===== src/rtl/gray_pkg.sv =====
// Shared types and Gray/binary conversion helpers for the position tracker
// and the encoder stage that feeds it.
package gray_pkg;

   typedef enum logic [1:0] {FILL, CAPTURE, TRACK} trk_state_t;

   localparam logic [7:0] ERR_CNT_MAX = 8'd255;

   // Helpers work on a wide word; zero-extended narrower codes decode identically.
   localparam int GRAY_MAX_W = 32;
   typedef logic [GRAY_MAX_W-1:0] code_word_t;

   function automatic code_word_t gray2bin(input code_word_t g);
      code_word_t b;
      b[GRAY_MAX_W-1] = g[GRAY_MAX_W-1];
      for (int k = GRAY_MAX_W-2; k >= 0; k--) begin
         b[k] = b[k+1] ^ g[k];
      end
      return b;
   endfunction

   function automatic code_word_t bin2gray(input code_word_t b);
      return b ^ (b >> 1);
   endfunction

endpackage


===== src/rtl/gray_sync.sv =====
// Multi-stage synchroniser for an asynchronous Gray word; each bit has its
// own flop chain, cleared by the asynchronous reset.
module gray_sync #(
   parameter int W           = 3,
   parameter int SYNC_STAGES = 2
) (
   input  logic         clk,
   input  logic         rst_n,
   input  logic [W-1:0] gray_i,
   output logic [W-1:0] gray_o
);

   logic [W-1:0] stage_q [SYNC_STAGES];

   always_ff @(posedge clk or negedge rst_n) begin
      if (!rst_n) begin
         for (int i = 0; i < SYNC_STAGES; i++) begin
            stage_q[i] <= '0;
         end
      end else begin
         stage_q[0] <= gray_i;
         for (int i = 1; i < SYNC_STAGES; i++) begin
            stage_q[i] <= stage_q[i-1];
         end
      end
   end

   assign gray_o = stage_q[SYNC_STAGES-1];

endmodule


===== src/rtl/gray_position_tracker.sv =====
// Synchronises a Gray-coded position, decodes it, classifies each change as
// up/down/illegal and accumulates a signed position with error telemetry.
module gray_position_tracker
   import gray_pkg::*;
#(
   parameter int W           = 3,
   parameter int POS_W       = 16,
   parameter int SYNC_STAGES = 2
) (
   input  logic             clk,
   input  logic             rst_n,
   input  logic [W-1:0]     gray_in,
   input  logic             clr,
   output logic [W-1:0]     bin_o,
   output logic [POS_W-1:0] pos_o,
   output logic             dir_o,
   output logic             step_o,
   output logic             err_o,
   output logic [7:0]       err_cnt_o,
   output logic             valid_o
);

   localparam int CNT_W = $clog2(SYNC_STAGES + 1);

   logic [W-1:0]     syncGray;
   logic [W-1:0]     newBin;
   logic [W-1:0]     prevBin;
   logic [W-1:0]     delta;
   logic             isUp;
   logic             isDown;
   logic             isIllegal;

   trk_state_t       state_q, state_d;
   logic [CNT_W-1:0] fillCnt_q, fillCnt_d;
   logic [W-1:0]     prevGray_q, prevGray_d;
   logic [W-1:0]     bin_q, bin_d;
   logic [POS_W-1:0] pos_q, pos_d;
   logic             dir_q, dir_d;
   logic             step_q, step_d;
   logic             err_q, err_d;
   logic [7:0]       errCnt_q, errCnt_d;
   logic             valid_q, valid_d;

   gray_sync #(
      .W           (W),
      .SYNC_STAGES (SYNC_STAGES)
   ) uSync (
      .clk    (clk),
      .rst_n  (rst_n),
      .gray_i (gray_in),
      .gray_o (syncGray)
   );

   // Modular difference of the decoded codes decides the step class; a single
   // flipped Gray bit can still be a multi-count jump and must read as illegal.
   assign newBin    = W'(gray2bin(code_word_t'(syncGray)));
   assign prevBin   = W'(gray2bin(code_word_t'(prevGray_q)));
   assign delta     = newBin - prevBin;
   assign isUp      = (delta == W'(1));
   assign isDown    = (delta == {W{1'b1}});
   assign isIllegal = (delta != '0) && !isUp && !isDown;

   always_comb begin
      state_d    = state_q;
      fillCnt_d  = fillCnt_q;
      prevGray_d = prevGray_q;
      bin_d      = bin_q;
      pos_d      = pos_q;
      dir_d      = dir_q;
      step_d     = 1'b0;
      err_d      = 1'b0;
      errCnt_d   = errCnt_q;
      valid_d    = valid_q;

      case (state_q)
         FILL: begin
            if (fillCnt_q == CNT_W'(SYNC_STAGES - 1)) begin
               fillCnt_d = '0;
               state_d   = CAPTURE;
            end else begin
               fillCnt_d = fillCnt_q + CNT_W'(1);
            end
         end

         CAPTURE: begin
            prevGray_d = syncGray;
            bin_d      = newBin;
            valid_d    = 1'b1;
            state_d    = TRACK;
         end

         TRACK: begin
            prevGray_d = syncGray;
            bin_d      = newBin;
            if (isUp) begin
               step_d = 1'b1;
               dir_d  = 1'b1;
               pos_d  = pos_q + POS_W'(1);
            end else if (isDown) begin
               step_d = 1'b1;
               dir_d  = 1'b0;
               pos_d  = pos_q - POS_W'(1);
            end else if (isIllegal) begin
               err_d = 1'b1;
               if (errCnt_q != ERR_CNT_MAX) begin
                  errCnt_d = errCnt_q + 8'd1;
               end
            end
            // Clear overrides the accumulate but leaves the step/dir report intact.
            if (clr) begin
               pos_d = '0;
            end
         end

         default: begin
            state_d = FILL;
         end
      endcase
   end

   always_ff @(posedge clk or negedge rst_n) begin
      if (!rst_n) begin
         state_q    <= FILL;
         fillCnt_q  <= '0;
         prevGray_q <= '0;
         bin_q      <= '0;
         pos_q      <= '0;
         dir_q      <= 1'b0;
         step_q     <= 1'b0;
         err_q      <= 1'b0;
         errCnt_q   <= '0;
         valid_q    <= 1'b0;
      end else begin
         state_q    <= state_d;
         fillCnt_q  <= fillCnt_d;
         prevGray_q <= prevGray_d;
         bin_q      <= bin_d;
         pos_q      <= pos_d;
         dir_q      <= dir_d;
         step_q     <= step_d;
         err_q      <= err_d;
         errCnt_q   <= errCnt_d;
         valid_q    <= valid_d;
      end
   end

   assign bin_o     = bin_q;
   assign pos_o     = pos_q;
   assign dir_o     = dir_q;
   assign step_o    = step_q;
   assign err_o     = err_q;
   assign err_cnt_o = errCnt_q;
   assign valid_o   = valid_q;

endmodule


===== config.mk =====
export PLATFORM = sky130hd
export DESIGN_NAME = gray_position_tracker
export DESIGN_NICKNAME = d
export VERILOG_FILES = /design/src/rtl/gray_pkg.sv /design/src/rtl/gray_sync.sv /design/src/rtl/gray_position_tracker.sv
export SDC_FILE = /design/constraint.sdc
export NUM_CORES = 1
export LEC_CHECK = 0
export BUFFER_PORTS_ARGS = -buffer_cell sky130_fd_sc_hd__buf_2
export CELL_PAD_IN_SITES_DETAIL_PLACEMENT = 1
export CELL_PAD_IN_SITES_GLOBAL_PLACEMENT = 1
export CORE_MARGIN = 2
export CORE_UTILIZATION = 40
export DETAILED_ROUTE_END_ITERATION = 7
export PLACE_DENSITY_LB_ADDON = 0.1
export SETUP_SLACK_MARGIN = 0.4
export SLEW_MARGIN = 20
export SYNTH_ARGS = -nofsm -noshare
export SYNTH_HDL_FRONTEND = slang
export SYNTH_SLANG_ARGS = --single-unit

===== constraint.sdc =====
create_clock -name clk -period 4.4 [get_ports clk]
set_input_delay 0.22 -clock clk [delete_from_list [all_inputs] [get_ports clk]]
set_output_delay 0.22 -clock clk [all_outputs]
set_load 0.1 [all_outputs]

==> results.md, run 1 <==
- Status: complete, no violations
- Post-Synth XOR/XNOR Area: 9.49%
- Clk_skew: 0.00724 ns
- Gpl congestion: 0.761
- Top_reg_cell synth: dfrtp_1
- Vias post-DR: 1987
- CP required: 4.62 ns
- Placed Instance Area: 0.00281 sq mm
- Core box area: 0.00628 sq mm
- Synth Area in Compound Gates: 15.9%
- Total CTS buffers: 5
- Clock-pin slew on the worst setup and hold paths: 0.08 ns
- Width of the die: 84.0 um
- FF+latch count, synth: 43
- Num rows: 29
- Mapped Avg Cell Area: 10.5 sq um
- Largest family of logic cells by synthesized area: compound AO/OA/AOI/OAI gates
- I/O Buffers: 36
- Final setup fails: 0
- Routed Wire Length: 6.19 mm
- Initial DRC Count: 59
- Vias in the first global route: 2060
- CTS tree: built
- Commonest cells after routing, fill and taps aside: dfrtp_1 (42), buf_2 (36), nand2_1 (25)
- Seq/Total Area, Yosys: 42.1%
- Ant. Diodes: 0
- Drt drc: 0
- Period minus WS final: 4.02 ns
- Post-synth EDFFs: 0
- Critical Path End Type: flop
- RSZ-0062 raised after global routing: true
- CP endpoint: pos_o[15]
- Syn Nets: 273
- Drt wl/cell: 16.6 um
- Mapped Area: 0.00256 sq mm
- Drt pass-1 iters: 4
- Setup tns final: 0 ns
- Synth unique cells: 51
- Post-Synth Simple-Gate Area: 12.8%
- Commonest non-fill, non-tap cell in the layout: dfrtp_1
- Crit. Startpoint: uSync.gray_o[2]
- Clock root buffer master: clkbuf_8
- R2R Path End: pos_o[15]
- FF-to-FF path depth: 16
- Final period utilization: 91.5%
- Area added between synthesis and finish: 25.1%
- Fmax: 249 MHz
- Synth Instances: 243
- IO Count: 37
- Yosys warning count: 0
- DRT antenna net count: 0
- Fraction of layout cells with a size suffix above 1: 34.5%
- Nets: 326
- Starting density of the core: 40.8%
- Post-Synth Adder-Cell Area: 12.3%
- Hold Path Class: input pin to flop
- Worst-Margin Slew: 0.528 ns
- GRT Total Usage: 18.3%
- Hold Vio Cnt, Final: 0
- Reg2reg start: uSync.gray_o[2]
- Crit Path Category: flop to flop
- Post-Layout Inst Area: 0.00320 sq mm
- Clock sink count: 43
- R2r setup slk: 0.38 ns
- Die span in y: 84.0 um
- Via density: 5.33
- Number of fill cells: 715
- Slew HR: 64.8%
- Worst path arrival time: 4.24 ns
- First-pass GRT wire length: 10.4 mm
- Die footprint: 0.00705 sq mm
- Crit-path max FO: 8
- Clk_lat worst skew: 0.29 ns
- Initial antenna violation count: 0
- Post-DP HPWL: 4.13 mm
- Largest net degree at the start of global routing: 44
- Synth async-reset ratio: 100%
- Total grt overflow: 0
- Pins Over Slew Limit: 0
- Startpoint types: flop
- Mux contribution to synthesized area: 4.89%
- Max Cap Viol: 0
- CTS HTree Levels: 2
- Max clock buf depth: 2
## area by class of cell
| cell class | count | area (sq um) | area share (%) |
|---|---|---|---|
| clock buffer | 5 | 68.8 | 2.15 |
| clock inverter | 2 | 37.5 | 1.17 |
| inverter | 7 | 26.3 | 0.821 |
| multi-input combinational | 186 | 1550 | 48.5 |
| sequential | 43 | 1080 | 33.6 |
| tap | 77 | 96.3 | 3.01 |
| timing repair buffer | 53 | 342 | 10.7 |
## worst max-delay path, cell delays in order (launching register included)
cell and delay [ns]:
dfrtp_1 0.41, xor2_2 0.24, xnor2_2 0.15, ha_2 0.20
inv_2 0.04, fa_2 0.35, xnor3_2 0.24, or3_4 0.43
buf_8 0.17, buf_6 0.12, ha_4 0.15, a21o_1 0.21
a211oi_4 0.28, nor2_2 0.09, a221o_1 0.38, mux2_4 0.32
a32oi_2 0.15
## registers in the layout, indices dropped and copies added (netlist names)
register and cells:
pos_o 16, err_cnt_o 8, prevGray_q 3, uSync.gray_o 3
uSync.stage_q 3, bin_o 2, fillCnt_q 2, state_q 2
dir_o 1, err_o 1, step_o 1, valid_o 1
## worst min path at each step
stage	start	end	slack, ns	depth (start not counted)
floorplan	rst_n	bin_o[0]	-0.08	0
global placement	gray_in[0]	uSync.stage_q[3]	0.33	1
detailed placement	gray_in[2]	uSync.stage_q[5]	0.33	1
CTS	gray_in[2]	uSync.stage_q[5]	0.02	1
global route	gray_in[2]	uSync.stage_q[5]	0.005	1
finish	gray_in[2]	uSync.stage_q[5]	0.03	1
## cells in the mapped netlist, types with 2 or more instances
| master | count | area, sq um |
|---|---|---|
| nand2b_1 | 2 | 12.5 |
| dfrtp_1 | 43 | 1080 |
| mux2_2 | 8 | 90.1 |
| nor2_1 | 10 | 37.5 |
| o31ai_1 | 6 | 45.0 |
| a22o_1 | 2 | 17.5 |
| nand4_1 | 3 | 18.8 |
| clkbuf_1 | 3 | 11.3 |
| mux2i_1 | 2 | 20.0 |
| and3_1 | 5 | 31.3 |
| nand3_1 | 3 | 15.0 |
| buf_2 | 2 | 10.0 |
| xnor2_1 | 15 | 131 |
| nor3_1 | 2 | 10.0 |
| or2_2 | 4 | 25.0 |
| fa_1 | 2 | 40.0 |
| ha_1 | 22 | 275 |
| a21o_1 | 6 | 45.0 |
| nor2b_1 | 2 | 12.5 |
| nand2_1 | 25 | 93.8 |
| o21ai_0 | 14 | 70.1 |
| a221o_1 | 2 | 20.0 |
| inv_1 | 7 | 26.3 |
| a31oi_1 | 2 | 12.5 |
| xor2_1 | 10 | 87.6 |
| a21oi_1 | 16 | 80.1 |
## logic make-up after synthesis
logic type	count (synthesis)
xor+xnor	26
compound gates	61
mux	11
buf+inv	14
flops	43
simple gates	64
fa+ha+maj	24
## per-stage QoR
| step | hold WS (ns) | util (%) | setup slack, ns | instances |
|---|---|---|---|---|
| after global routing | 0.00543 | 51.0 | 0.199 | 373 |
| after detailed placement | 0.330 | 44.8 | 0.178 | 351 |
| after floorplan | -0.0756 | - | 0.514 | 243 |
| final | 0.0283 | 51.0 | 0.376 | 373 |
| after CTS | 0.0172 | 47.9 | 0.404 | 366 |
| after global placement | 0.328 | 44.8 | 0.278 | 351 |
## layer usage
layer	part of all wire [%]	global-route usage, %	vias up
met2	49	28.9	26
li1	-	-	971
met5	0	0	-
met3	2.1	2.67	5
met1	48	26.4	985
met4	0.92	4.40	0
## repair_timing
action	CTS	global route
setup endpoints to repair	7	8
pin swaps	3	14
hold buffers	0	1
gates resized for setup	7	23
setup buffers	8	5
endpoints found under the hold margin	0	18
Power of run 1 is not shown: default switching activity piles up to over one toggle a cycle in this logic, so the estimate is an artifact.
==> run 2: changes to the inputs <==
--- a/config.mk
+++ b/config.mk
@@ -16,4 +16,5 @@
 export SLEW_MARGIN = 20
 export SYNTH_ARGS = -nofsm -noshare
 export SYNTH_HDL_FRONTEND = slang
+export SYNTH_HIERARCHICAL = 1
 export SYNTH_SLANG_ARGS = --single-unit
==> run 2 against run 1 <==
- routed wire length is 7.9% lower
- die area fell by 2.0%
- global-route usage shrank 1.2 points
- sequential share of layout area is 1.5 points higher
- critical path depth decreased by 2
- clock skew is essentially flat
- design area down 4.1%
- synthesized cell count is 4.5% lower
- critical path type unchanged
==> results.md, run 2 <==
- Status: complete, no violations
- Slew HR: 59.1% (-5.7 points)
- Drt drc: 0 (unchanged)
- Clock sink count: 43 (unchanged)
- I/O Buffers: 36 (unchanged)
- Routed Wire Length: 5.70 mm (-7.9%)
- GR Layer Usage met3: 3.18% (+0.51 points)
- Synth top area cells: dfrtp_1 (43%), ha_1 (11%), xnor2_1 (5.2%), nand2_1 (3.3%), a21oi_1 (3.0%)
- Worst path arrival time: 4.06 ns (-0.18 ns)
- Max Cap Viol: 0 (unchanged)
- GRT Max-Usage Layer: met2
- Vias in the first global route: 1962 (-4.8%)
- CTS HTree Levels: 2 (unchanged)
- Yosys warning count: 6 (+6)
- Crit-path max FO: 7 (-1)
- RSZ-0062 raised after global routing: true
- Drt wl/cell: 16.1 um (-2.9%)
- Clk_skew: 0.00680 ns (-0.000437 ns)
- Starting density of the core: 41.8% (+1.1 points)
- Grt met2 use: 29.6% (+0.75 points)
- Post-synth EDFFs: 0 (unchanged)
- Max FFs per register: 16 (unchanged)
- IO Count: 37 (unchanged)
- Max clock buf depth: 2 (unchanged)
- Drt pass-1 iters: 4 (unchanged)
- Core box area: 0.00599 sq mm (-4.6%)
- Synth async-reset ratio: 100% (unchanged)
- Period minus WS final: 3.87 ns (-0.151 ns)
- Commonest non-fill, non-tap cell in the layout: dfrtp_1
- Die footprint: 0.00691 sq mm (-2.0%)
- Dominant cell type by area after synthesis: dfrtp_1
- Largest net degree at the start of global routing: 44 (unchanged)
- Area added between synthesis and finish: 22.5%
- Initial DRC Count: 32 (-46%)
- Ant. Diodes: 0 (unchanged)
- Final setup fails: 0 (unchanged)
- Worst-Margin Slew: 0.613 ns (+0.0856 ns)
- Mapped Area: 0.00250 sq mm (-2.1%)
- Nets: 308 (-5.5%)
- Critical Path End Type: flop
- Synth Instances: 232 (-4.5%)
- Post-DP HPWL: 3.80 mm (-8.0%)
- Synth top area share: 43.0% (+0.90 points)
- Hold Path Class: input pin to flop
- First-pass GRT wire length: 9.65 mm (-7.3%)
- Vias post-DR: 1921 (-3.3%)
- DRT antenna net count: 0 (unchanged)
- Clock-pin slew on the worst setup and hold paths: 0.09 ns (about the same)
- Total CTS buffers: 5 (unchanged)
- Top-count cell post-synth: dfrtp_1
- Number of fill cells: 663 (-7.3%)
- Synth unique cells: 52 (+2.0%)
- Top_reg_cell synth: dfrtp_1
- Crit Path Category: flop to flop
- Clk_lat worst skew: 0.29 ns (about the same)
- CTS tree: built
- Mapped Avg Cell Area: 10.8 sq um (+2.5%)
- Pins Over Slew Limit: 0 (unchanged)
- Seq/Total Area, Yosys: 43.0% (+0.90 points)
- Final period utilization: 88.0% (-3.4 points)
- Syn Nets: 262 (-4.0%)
- Post-synth top cells: dfrtp_1 (43), ha_1 (22), nand2_1 (22)
- GR Layer Usage met1: 22.2% (-4.2 points)
- Clock root buffer master: clkbuf_8
- Startpoint types: flop
- Gpl congestion: 0.792 (+4.1%)
- Die span in y: 83.1 um (-1.0%)
- CP required: 4.59 ns (-0.03 ns)
- Num rows: 28 (-3.4%)
- GRT Total Usage: 17.1% (-1.2 points)
- Total grt overflow: 0 (unchanged)
- Width of the die: 83.1 um (-1.0%)
- Hold Vio Cnt, Final: 0 (unchanged)
- Fmax: 258 MHz (+3.9%)
- FF+latch count, synth: 43 (unchanged)
- Commonest cells after routing, fill and taps aside: dfrtp_1 (42), buf_2 (35), nand2_1 (21)
- Via density: 5.43 (+1.9%)
- Fraction of layout cells with a size suffix above 1: 31.2% (-3.3 points)
- Setup tns final: 0 ns (unchanged)
- Initial antenna violation count: 0 (unchanged)
[run 2: logic make-up after synthesis]
logic type / share of synthesized area [%]
DFF: 43.0
buffers and inverters: 3.20
adders and majority gates: 12.6
and+or+nand+nor: 11.4
xor gates and xnor gates: 8.99
muxes: 3.10
AOI/OAI and AO/OA: 17.7
[run 2: worst paths after layout]
path	from	to	slack, ns	cells after the start
worst max register to register	uSync/gray_o[2]	pos_o[12]	0.53	14
worst min-delay path	gray_in[0]	uSync/stage_q[3]	0.03	1
worst max-delay path	uSync/gray_o[2]	pos_o[12]	0.53	14
worst min register to register	uSync/stage_q[5]	uSync/gray_o[2]	0.35	0
min in group asynchronous	rst_n	bin_o[1]	0.45	2
max in group asynchronous	rst_n	prevGray_q[2]	3.53	2
[run 2: metrics by stage]
stage / instance area, sq um / cells / hold WS (ns) / util (%) / setup WS [ns]
final: 3070 / 354 / 0.0349 / 51.2 / 0.527
after global routing: 3070 / 354 / 0.0125 / 51.2 / 0.308
after CTS: 2980 / 351 / 0.0300 / 49.7 / 0.406
after detailed placement: 2740 / 335 / 0.335 / 45.7 / 0.173
after global placement: 2740 / 335 / 0.330 / 45.7 / 0.329
after floorplan: 2510 / 232 / -0.0756 / - / 0.466
[run 2: layout make-up]
class                   instances  area (sq um)  area share, %
flip-flops and latches         43          1080           35.1
clock buffers                   6          72.6           2.36
clock inverters                 2          60.1           1.96
well taps                      75          93.8           3.06
repair buffers                 47           280           9.13
multi-input cells             174          1460           47.5
inverters                       7          26.3          0.856
[run 2: routing by layer]
metal	vias up	part of all wire [%]
met3	2	2.4
met2	23	51
met1	965	46
li1	931	-
met4	0	0.42
met5	-	0
[run 2: timing repair]
item	4_1_cts	5_1_grt
hold endpoints to repair	0	43
hold buffers	0	1
resized for setup	6	18
buffers inserted	7	2
gates cloned	1	0
pin swaps	3	6
endpoints found under the setup margin	5	8
[run 2: critical path, stage by stage, from the launching register on]
cell       delay (ns)
dfrtp_1          0.42
xor2_2           0.20
xnor2_2          0.15
ha_1             0.19
inv_1            0.06
fa_2             0.51
or3_4            0.50
buf_4            0.17
ha_1             0.32
nand2_1          0.10
a21oi_2          0.05
o2111ai_2        0.27
a21oi_2          0.10
or4_1            0.46
a32o_1           0.25
Power of run 2 is left out for the same reason.
==> run 3: changes to the inputs <==
==> constraint.sdc (replaced) <==
create_clock -name clk -period 4.1 [get_ports clk]
set_input_delay 0.205 -clock clk [delete_from_list [all_inputs] [get_ports clk]]
set_output_delay 0.205 -clock clk [all_outputs]
set_load 0.1 [all_outputs]
==> run 3 against run 2 <==
- maximum frequency is 2.8% higher
- routed wire length is 3.8% higher
- setup slack worse by 0.20 ns
- first-iteration DRC count is 28% lower
- flip-flop and latch count stayed put
- design area is 5.7% higher
- non-clock buffer count is 12 higher
==> results.md, run 3 (same netlist as run 2, synthesis figures left out) <==
- Status: complete, no violations
- Clock root buffer master: clkbuf_8
- Multi-input logic area: 0.00156 sq mm (+7.2%)
- Total grt overflow: 0 (unchanged)
- Post-DP HPWL: 3.90 mm (+2.6%)
- I/O Buffers: 36 (unchanged)
- Final period utilization: 91.9% (+3.9 points)
- CTS tree: built
- Clock sink count: 43 (unchanged)
- Max clock buf depth: 2 (unchanged)
- FF-to-FF path depth: 14 (unchanged)
- Total CTS buffers: 5 (unchanged)
- Vias in the first global route: 2061 (+5.0%)
- Worst path arrival time: 3.96 ns (-0.10 ns)
- Setup ws final: 0.331 ns (-0.196 ns)
- Hold_sp: clr
- Hold Vio Cnt, Final: 0 (unchanged)
- Setup slack at placement: 0.0875 ns (-0.0856 ns)
- Period minus WS final: 3.77 ns (-0.104 ns)
- RSZ-0062 raised after global routing: true
- Register Area: 0.00108 sq mm (unchanged)
- Largest net degree at the start of global routing: 44 (unchanged)
- Fmax: 265 MHz (+2.8%)
- Max Cap Viol: 0 (unchanged)
- CP most frequent cell: fa_2
- Pins Over Slew Limit: 0 (unchanged)
- Die span in y: 83.1 um (unchanged)
- Drt wl/cell: 16.1 um (about the same)
- Max FFs per register: 16 (unchanged)
- Num rows: 28 (unchanged)
- Routed Wire Length: 5.92 mm (+3.8%)
- Hold Slack: 0.181 ns (+0.146 ns)
- Final setup fails: 0 (unchanged)
- IO Count: 37 (unchanged)
- R2r setup slk: 0.33 ns (-0.20 ns)
- Slew HR: 53.3% (-5.8 points)
- GRT Total Usage: 18.2% (+1.1 points)
- R2R Path End: pos_o[12]
- Hold path depth: 2 (+1)
- Area added between synthesis and finish: 29.6%
- Crit-path max FO: 6 (-1)
- Gpl congestion: 0.829 (+4.6%)
- DRT antenna net count: 0 (unchanged)
- Hold Path Class: input pin to flop
- Number of fill cells: 677 (+2.1%)
- First-pass GRT wire length: 10.3 mm (+6.9%)
- Worst-Margin Slew: 0.700 ns (+0.0862 ns)
- Nets: 321 (+4.2%)
- CTS HTree Levels: 2 (unchanged)
- Worst path cell trace: xor2_4 -> xnor2_2 -> ha_2 -> inv_2 -> fa_2 -> xnor3_2 -> or3_4 -> fa_2 -> nand3_4 -> a21oi_4 -> o2111ai_4 -> a21oi_2 -> or4_1 -> a32o_1
- Crit Path Category: flop to flop
- Die footprint: 0.00691 sq mm (unchanged)
- Commonest cells after routing, fill and taps aside: dfrtp_1 (42), buf_2 (35), nand2_1 (21)
- CP required: 4.29 ns (-0.30 ns)
- Critical Path End Type: flop
- Fraction of layout cells with a size suffix above 1: 36.0% (+4.8 points)
- Startpoint types: flop
- Starting density of the core: 41.8% (unchanged)
- Crit-path max cell delay: 0.45 ns (-0.06 ns)
- Slowest cell on the critical path: dfrtp_2
- Drt pass-1 iters: 4 (unchanged)
- Commonest non-fill, non-tap cell in the layout: dfrtp_1
- Initial antenna violation count: 0 (unchanged)
- Worst Hold End: pos_o[4]
- Drt drc: 0 (unchanged)
- Core box area: 0.00599 sq mm (unchanged)
- Clock-pin slew on the worst setup and hold paths: 0.10 ns (about the same)
- Setup tns final: 0 ns (unchanged)
- Vias post-DR: 1990 (+3.6%)
- Reg2reg start: uSync/gray_o[2]
- Initial DRC Count: 23 (-28%)
- Clk_lat worst skew: 0.30 ns (about the same)
- Ant. Diodes: 0 (unchanged)
- Clk_skew: 0.00932 ns (+0.00252 ns)
- Width of the die: 83.1 um (unchanged)
- Via density: 5.42 (about the same)
run 3: critical path: cells and delay by family, from the launching register on:
family          cells  cell delay, ns
xor+xnor            3            0.66
simple gates        3            0.95
buf+inv             1            0.04
fa+ha+maj           3            0.93
compound gates      4            0.65
flops               1            0.45
run 3: through the flow:
stage	utilization (%)	cell area [sq um]	instances
final	54.2	3250	367
after global routing	54.2	3250	367
after CTS	52.3	3130	360
after detailed placement	47.2	2830	337
after global placement	47.2	2830	337
after floorplan	-	2590	232
run 3: how the worst max path moves through the flow:
stage | depth (start not counted) | start | end
detailed placement | 13 | uSync/gray_o[1] | pos_o[13]
global placement | 13 | uSync/gray_o[2] | pos_o[13]
CTS | 14 | uSync/gray_o[2] | pos_o[12]
global route | 14 | uSync/gray_o[2] | pos_o[11]
floorplan | 14 | uSync/gray_o[1] | pos_o[12]
finish | 14 | uSync/gray_o[2] | pos_o[12]
run 3: final cells by class:
type / count / share of cell area [%]
Tap cell: 75 / 2.89
Clock inverter: 3 / 1.43
Clock buffer: 5 / 2.12
Multi-Input combinational cell: 175 / 48.2
Timing Repair Buffer: 59 / 11.4
Inverter: 7 / 0.810
Sequential cell: 43 / 33.2
run 3: per-layer routing:
metal	track usage [%]	wire, um	vias to the layer above
met5	0	0	-
met4	5.37	63	0
met3	2.98	140	6
met2	29.5	2820	25
met1	25.1	2890	994
li1	-	-	965
run 3: repair_timing:
action	CTS	global route
endpoints found under the hold margin	3	43
pin swaps	9	5
endpoints found under the setup margin	8	8
setup buffers	10	6
hold buffers	3	1
cloned	2	0
resized for setup	18	10
Power of run 3 is left out for the same reason.
